<file path="src/rtl/canny_seq.sv">
// canny_seq: sequencer for the 5x5 Canny edge datapath engine.
// Fetches the planes the selected mode needs from a pixel source, writes them
// into the engine, clears and runs the engine for a fixed per-mode cycle
// count, reads the result(s) back and reports them on a valid/tag interface.
// Optional feature macro: CANNY_SEQ_PERF_EN (busy-cycle counter on
// perf_cycles; without it the port is tied to zero).
module canny_seq #(
  parameter int DATA_WIDTH = 8,
  parameter int GAUSS_CYC  = 3,
  parameter int SOBEL_CYC  = 5,
  parameter int NMS_CYC    = 3,
  parameter int HYST_CYC   = 3
) (
  input  logic                  clk,
  input  logic                  rst,
  input  logic                  start,
  input  logic [2:0]            mode,
  output logic                  busy,
  output logic                  done,
  output logic                  err,
  output logic [DATA_WIDTH-1:0] result,
  output logic                  result_valid,
  output logic [2:0]            result_sel,
  output logic                  src_req,
  output logic [1:0]            src_plane,
  output logic [2:0]            src_row,
  output logic [2:0]            src_col,
  input  logic [DATA_WIDTH-1:0] src_data,
  output logic [2:0]            eng_row,
  output logic [2:0]            eng_col,
  output logic                  eng_bCE,
  output logic                  eng_bWE,
  output logic [DATA_WIDTH-1:0] eng_InData,
  output logic [2:0]            eng_OPMode,
  output logic                  eng_bOPEnable,
  output logic [3:0]            eng_dReadReg,
  output logic [3:0]            eng_dWriteReg,
  input  logic [DATA_WIDTH-1:0] eng_OutData,
  output logic [15:0]           perf_cycles
);

  typedef enum logic [2:0] {
    S_IDLE    = 3'd0,
    S_LOAD    = 3'd1,
    S_CLEAR   = 3'd2,
    S_EXEC    = 3'd3,
    S_READ    = 3'd4,
    S_CAPTURE = 3'd5,
    S_ERR     = 3'd6
  } state_t;

  state_t state_reg, state_next;

  logic [2:0]            mode_reg;
  logic [1:0]            fetch_plane_reg;
  logic [2:0]            fetch_row_reg;
  logic [2:0]            fetch_col_reg;
  logic                  fetch_done_reg;
  logic                  wr_en_reg;
  logic [1:0]            wr_plane_reg;
  logic [2:0]            wr_row_reg;
  logic [2:0]            wr_col_reg;
  logic [7:0]            exec_cnt_reg;
  logic                  second_reg;
  logic [DATA_WIDTH-1:0] result_reg;
  logic [2:0]            sel_reg;

  logic                  accept;
  logic                  bad_start;
  logic                  fetch_last;
  logic                  final_beat;
  logic [1:0]            last_plane;
  logic [7:0]            exec_load;
  logic [2:0]            read_code;

  // A valid start is taken only from IDLE; modes 4-7 divert to the error path.
  assign accept    = (state_reg == S_IDLE) && start && !mode[2];
  assign bad_start = (state_reg == S_IDLE) && start && mode[2];

  // Per-mode plane count, run length and dReadReg code of the current beat.
  always_comb begin
    last_plane = 2'd0;
    exec_load  = 8'(GAUSS_CYC - 1);
    read_code  = 3'd0;
    case (mode_reg)
      3'd1: begin
        exec_load = 8'(SOBEL_CYC - 1);
        read_code = second_reg ? 3'd2 : 3'd1;
      end
      3'd2: begin
        last_plane = 2'd1;
        exec_load  = 8'(NMS_CYC - 1);
        read_code  = 3'd3;
      end
      3'd3: begin
        last_plane = 2'd2;
        exec_load  = 8'(HYST_CYC - 1);
        read_code  = 3'd4;
      end
      default: ;
    endcase
  end

  assign fetch_last = (fetch_plane_reg == last_plane) && (fetch_row_reg == 3'd4) &&
                      (fetch_col_reg == 3'd4);
  // Sobel yields a gradient beat followed by a direction beat.
  assign final_beat = !((mode_reg == 3'd1) && !second_reg);

  // State register.
  always_ff @(posedge clk) begin
    if (rst) state_reg <= S_IDLE;
    else     state_reg <= state_next;
  end

  // Next-state logic.
  always_comb begin
    state_next = state_reg;
    case (state_reg)
      S_IDLE: begin
        if (accept)         state_next = S_LOAD;
        else if (bad_start) state_next = S_ERR;
      end
      S_LOAD:    if (fetch_done_reg) state_next = S_CLEAR;
      S_CLEAR:   state_next = S_EXEC;
      S_EXEC:    if (exec_cnt_reg == 8'd0) state_next = S_READ;
      S_READ:    state_next = S_CAPTURE;
      S_CAPTURE: state_next = final_beat ? S_IDLE : S_READ;
      S_ERR:     state_next = S_IDLE;
      default:   state_next = S_IDLE;
    endcase
  end

  // Output decode; engine write pins follow the one-cycle-delayed fetch.
  always_comb begin
    busy          = (state_reg != S_IDLE);
    done          = ((state_reg == S_CAPTURE) && final_beat) || (state_reg == S_ERR);
    err           = (state_reg == S_ERR);
    result_valid  = (state_reg == S_CAPTURE);
    result        = (state_reg == S_CAPTURE) ? eng_OutData : result_reg;
    result_sel    = (state_reg == S_CAPTURE) ? read_code : sel_reg;
    src_req       = (state_reg == S_LOAD) && !fetch_done_reg;
    src_plane     = fetch_plane_reg;
    src_row       = fetch_row_reg;
    src_col       = fetch_col_reg;
    eng_bCE       = !(wr_en_reg || (state_reg == S_READ));
    eng_bWE       = !wr_en_reg;
    eng_InData    = wr_en_reg ? src_data : '0;
    eng_OPMode    = (state_reg == S_EXEC) ? mode_reg : 3'd0;
    eng_bOPEnable = (state_reg != S_EXEC);
    eng_dReadReg  = (state_reg == S_READ) ? {1'b0, read_code} : 4'd0;
    eng_dWriteReg = wr_en_reg ? {2'b00, wr_plane_reg} : 4'd0;
    eng_row       = 3'd0;
    eng_col       = 3'd0;
    if (wr_en_reg) begin
      eng_row = wr_row_reg;
      eng_col = wr_col_reg;
    end else if ((state_reg == S_READ) && (mode_reg == 3'd2)) begin
      eng_row = 3'd1;
      eng_col = 3'd1;
    end
  end

  // Fetch address walk, write delay line, run counter and result capture.
  always_ff @(posedge clk) begin
    if (rst) begin
      mode_reg        <= 3'd0;
      fetch_plane_reg <= 2'd0;
      fetch_row_reg   <= 3'd0;
      fetch_col_reg   <= 3'd0;
      fetch_done_reg  <= 1'b0;
      wr_en_reg       <= 1'b0;
      wr_plane_reg    <= 2'd0;
      wr_row_reg      <= 3'd0;
      wr_col_reg      <= 3'd0;
      exec_cnt_reg    <= 8'd0;
      second_reg      <= 1'b0;
      result_reg      <= '0;
      sel_reg         <= 3'd0;
    end else begin
      // Source data arrives one cycle after the request, so the write
      // address/plane are delayed by one cycle to line up with it.
      wr_en_reg    <= src_req;
      wr_plane_reg <= fetch_plane_reg;
      wr_row_reg   <= fetch_row_reg;
      wr_col_reg   <= fetch_col_reg;

      if (accept) begin
        mode_reg        <= mode;
        fetch_plane_reg <= 2'd0;
        fetch_row_reg   <= 3'd0;
        fetch_col_reg   <= 3'd0;
        fetch_done_reg  <= 1'b0;
        second_reg      <= 1'b0;
      end else if (src_req) begin
        if (fetch_last) begin
          fetch_done_reg <= 1'b1;
        end else if (fetch_col_reg == 3'd4) begin
          fetch_col_reg <= 3'd0;
          if (fetch_row_reg == 3'd4) begin
            fetch_row_reg   <= 3'd0;
            fetch_plane_reg <= fetch_plane_reg + 2'd1;
          end else begin
            fetch_row_reg <= fetch_row_reg + 3'd1;
          end
        end else begin
          fetch_col_reg <= fetch_col_reg + 3'd1;
        end
      end

      if (state_reg == S_CLEAR) begin
        exec_cnt_reg <= exec_load;
      end else if ((state_reg == S_EXEC) && (exec_cnt_reg != 8'd0)) begin
        exec_cnt_reg <= exec_cnt_reg - 8'd1;
      end

      if (state_reg == S_CAPTURE) begin
        result_reg <= eng_OutData;
        sel_reg    <= read_code;
        second_reg <= 1'b1;
      end
    end
  end

`ifdef CANNY_SEQ_PERF_EN
  logic        start_taken;
  logic [15:0] perf_reg;

  assign start_taken = (state_reg == S_IDLE) && start;

  // Busy-cycle counter: clears on accept, saturates, holds after done.
  always_ff @(posedge clk) begin
    if (rst) begin
      perf_reg <= 16'd0;
    end else if (start_taken) begin
      perf_reg <= 16'd0;
    end else if (busy && (perf_reg != 16'hFFFF)) begin
      perf_reg <= perf_reg + 16'd1;
    end
  end

  assign perf_cycles = perf_reg;
`else
  assign perf_cycles = 16'd0;
`endif

endmodule

</file>
<file path="config.mk">
export PLATFORM = sky130hd
export DESIGN_NAME = canny_seq
export DESIGN_NICKNAME = d
export VERILOG_FILES = /design/src/rtl/canny_seq.sv
export SDC_FILE = /design/constraint.sdc
export NUM_CORES = 1
export LEC_CHECK = 0
export ABC_CLOCK_PERIOD_IN_PS = 1750
export BUFFER_PORTS_ARGS = -buffer_cell sky130_fd_sc_hd__buf_2
export CAP_MARGIN = 20
export CORE_ASPECT_RATIO = 1.2
export CORE_MARGIN = 2
export CORE_UTILIZATION = 46
export CTS_BUF_LIST = sky130_fd_sc_hd__clkbuf_8
export DETAILED_ROUTE_END_ITERATION = 16
export GPL_TIMING_DRIVEN = 0
export HOLD_SLACK_MARGIN = 0.1
export PLACE_DENSITY = 0.86
export SLEW_MARGIN = 20
export SYNTH_ARGS = -nofsm -noshare
export SYNTH_HDL_FRONTEND = slang
export SYNTH_SLANG_ARGS = --single-unit
export TNS_END_PERCENT = 5
</file>
<file path="constraint.sdc">
create_clock -name clk -period 1.75 [get_ports clk]
set_input_delay 0.35 -clock clk [delete_from_list [all_inputs] [get_ports clk]]
set_output_delay 0.35 -clock clk [all_outputs]
set_load 0.01 [all_outputs]
</file>
==> results summary <==
Walking the worst path, the cells encountered are buf_6, nor2b_4, nand2_4, buf_2, o31ai_4, buf_2. The sum of overflow across all layers after global routing is 0. The number of hold buffers added after CTS was 0. The worst setup path is of the flop to output pin kind. Global routing used between 30% and 40% of the available met2 tracks. The cell that appears most often on the critical path is buf_2. The number of max-slew violations in the final report is 0.

The routed design has 6010 µm of wire. The synthesized area came out at about 2400 µm². TritonCTS built the clock tree. STA classifies the critical path startpoint as a flop. The starting density of the core came out at 48.4%. The floorplan row count came out at 28. Between clock sinks in the finished design, the worst skew comes to about 5.4 ps. The total die area is roughly 6000 µm². The logic depth of the worst register-to-register path came out at 7. Yosys mapped a number of flops with a built-in enable equal to 0. The deepest clock path buffer count came out at 2. In this run the worst setup path begins at state_reg[0]. The root buffer cell is clkbuf_8. The number of top-level pins came out at 90. The synthesis-to-layout area growth came out at 38.1%. The commonest cells after synthesis are 44 x dfxtp_1, 30 x nor2_1, 20 x buf_4. The critical path runs through a total of 6 cells. The number of buffer and inverter instances along the worst setup path is 3.

The worst setup path is captured at an output pin. After layout, the minimum clock period comes to around 1900 ps. The number of design-rule violations left by the first detailed-router iteration is between 100 and 150.

The top cell type by area accounts for approximately 37% of the synthesized area. Overall power consumption after layout is estimated at 0.00280 W. The number of vias per cell after detailed routing came out at approximately 5. The register area came out at ~890 µm². The region available for standard cell placement spans 4970 µm². The highest net fanout along the worst path came out at 5. The first global-routing pass estimated between 9000 and 10,000 µm of wire. The reported leakage power came out at between 1.5 and 2 nW. The number of buffers added by the clock tree synthesis step came out at 5. The later pin in the worst-skew pair is clocked with a latency of 300 ps. Measured on the finished design, the core utilization comes to ~67%.

The layout has 403 filler cells. Entering global routing, the biggest net connects 14 pins. The number of levels the H-tree was split into came out at 2.

Setup repair after global routing could not meet its margin everywhere. The tool flagged a number of max-cap violations equal to 0. The fraction of registers with async set or reset after synthesis came out at 0%. After global routing, the most crowded layer is met2. Synthesis handed over a netlist of around 280 instances. The layout net count came out at roughly 410. The cell type with the largest total area after synthesis is dfxtp_1.

The fraction of met1 tracks used by global routing is between 20% and 30%. The launch point of the worst hold path is mode[1]. The total routing resource utilization after global routing came out at around 20%.

The DRC violation count after routing came out at 0. Grouping stages by cell kind, the critical path spends the most delay in buffers and inverters. In this run the vertical extent of the chip is 83.2 µm. The total clock sinks came out at 44. Setup slack on the critical path of the routed design comes to -149 ps. The slowest stage of the critical path is the dfxtp_2 cell. By area the synthesized netlist is led by dfxtp_1 37%, buf_4 6.2%, and2_1 4.7%.

The fmax is 527 MHz. The checks that failed: negative setup slack. The number of flip-flops and latches in the synthesized netlist came out at 44. The data required time at the worst endpoint is about 1400 ps. The total of buffers placed on input and output ports is 70.

Data arrives at the worst endpoint at between 1500 and 2000 ps. The area of the multi-input gates is 1460 µm². The length of the first detailed-routing pass in iterations is 4. The power density relative to cell area came out at 842 nW/µm². The count of nets left with antenna violations after detail routing is 0. The worst hold path depth is 3.

The share of the Yosys chip area taken by registers is between 30 and 40%. The number of distinct library cells after synthesis is 60. The number of vias in the routed layout is 2,213. In the synthesized netlist the dominant register cell turns out to be dfxtp_1. The number of warnings printed during yosys synthesis came out at 0. Among all cell types in the netlist, the one instantiated most often is dfxtp_1. The post-CTS clock slew at the launch and capture registers of the worst setup and hold paths is 80 ps.

The number of antenna diodes in the final layout is 0. The post-route netlist has 42.6% of its cells at a drive strength greater than 1. The worst register-to-register path begins at src_row[0].

The per-cell routed wire length is between 10 and 15 µm. The flow ran to the end, but the final reports show violations. The floorplan step set the die width to 70.0 µm. The average cell area after synthesis is between 8 and 9 µm². The global-route met3 utilization came out at approximately 3.5%. The highest ir drop seen on vdd came out at around 0.0005 V. The via count of the first global-routing pass was about 2,000. The number of antenna violations at the first check in global routing is 0. The final count of hold timing violations is 0. The routability congestion estimate from global placement is 0.864. In this design, the stage delay of the slowest critical-path cell is 340 ps. The type of the worst min-delay path is input port to flop. The final worst-path cycle share is 108%. The total of endpoints with negative setup slack in the final report came out at 30. The wire-length estimate of the detail-placed layout is 3930 µm.
==> cell usage in the layout (no fill, tap or decap), types with 6 or more instances in the layout <==
master    count
buf_2        62
dfxtp_1      37
nor2_1       29
buf_4        26
conb_1       19
and2_1       16
nor2b_1      15
buf_6        14
inv_1        12
a21oi_1      11
nand2_1       9
mux2_4        8
nor3_1        7
nand2b_1      7
clkbuf_1      6
==> power breakdown <==
part           switching [W]  total (W)  internal [W]
registers          0.0000558    0.00111       0.00105
clock network       0.000346   0.000908      0.000562
logic               0.000403   0.000783      0.000379
total               0.000805    0.00280       0.00199
==> worst paths after layout <==
| check | slack [ps] | endpoint |
|---|---|---|
| worst max register to register | -80 | src_col[1] |
| worst min-delay path | 310 | mode_reg[1] |
| worst max-delay path | -150 | result_sel[0] |
| worst min register to register | 490 | wr_row_reg[0] |
==> timing repair <==
action,4_1_cts,5_1_grt
pin swaps,4,5
setup buffers,5,2
setup endpoints to repair,35,47
hold endpoints to repair,0,0
gates cloned,1,0
gates resized for setup,40,25
==> worst reg2reg max path, stage by stage (launching register included) <==
cell and delay [ps]:
dfxtp_2 350, inv_2 70, ha_2 180, nand2_2 90, or4b_4 510, o22a_4 260, a21o_1 190, a21oi_2 120
==> metal layers <==
metal  wire length (µm)  share of wire, %
met3                255               4.2
met5                  0                 0
met1               2640                44
met4                 90               1.5
met2               3030                50
==> cell type report <==
| class | count | area share (%) |
|---|---|---|
| well taps | 60 | 2.26 |
| clock buffers | 5 | 2.07 |
| plain buffers | 32 | 7.04 |
| multi-input cells | 202 | 44.0 |
| flip-flops and latches | 44 | 26.9 |
| clock inverters | 2 | 1.81 |
| inverters | 15 | 1.77 |
| repair buffers | 78 | 14.2 |
==> per-stage QoR <==
step | cells | instance area, µm² | worst slack (ps) | hold slack (ps) | setup TNS, ps
after floorplan | 293 | 2470 | -15.1 | 477 | -35.4
after global placement | 423 | 2900 | -264 | 489 | -1160
after detailed placement | 423 | 2900 | -281 | 493 | -1480
after CTS | 436 | 3230 | -161 | 296 | -2380
after global routing | 438 | 3320 | -204 | 301 | -4660
final | 438 | 3320 | -149 | 308 | -2550
==> logic make-up after synthesis <==
group,count (synthesis),share of synthesized area [%]
multiplexers,12,5.56
adder cells (fa/ha/maj),6,3.12
buffers and inverters,47,11.2
other,1,0.156
flip-flops,44,36.6
XOR/XNOR,7,2.55
AND/OR/NAND/NOR,121,28.8
AO/OA/AOI/OAI,37,12.0
Power figures use the tool's default switching activity.
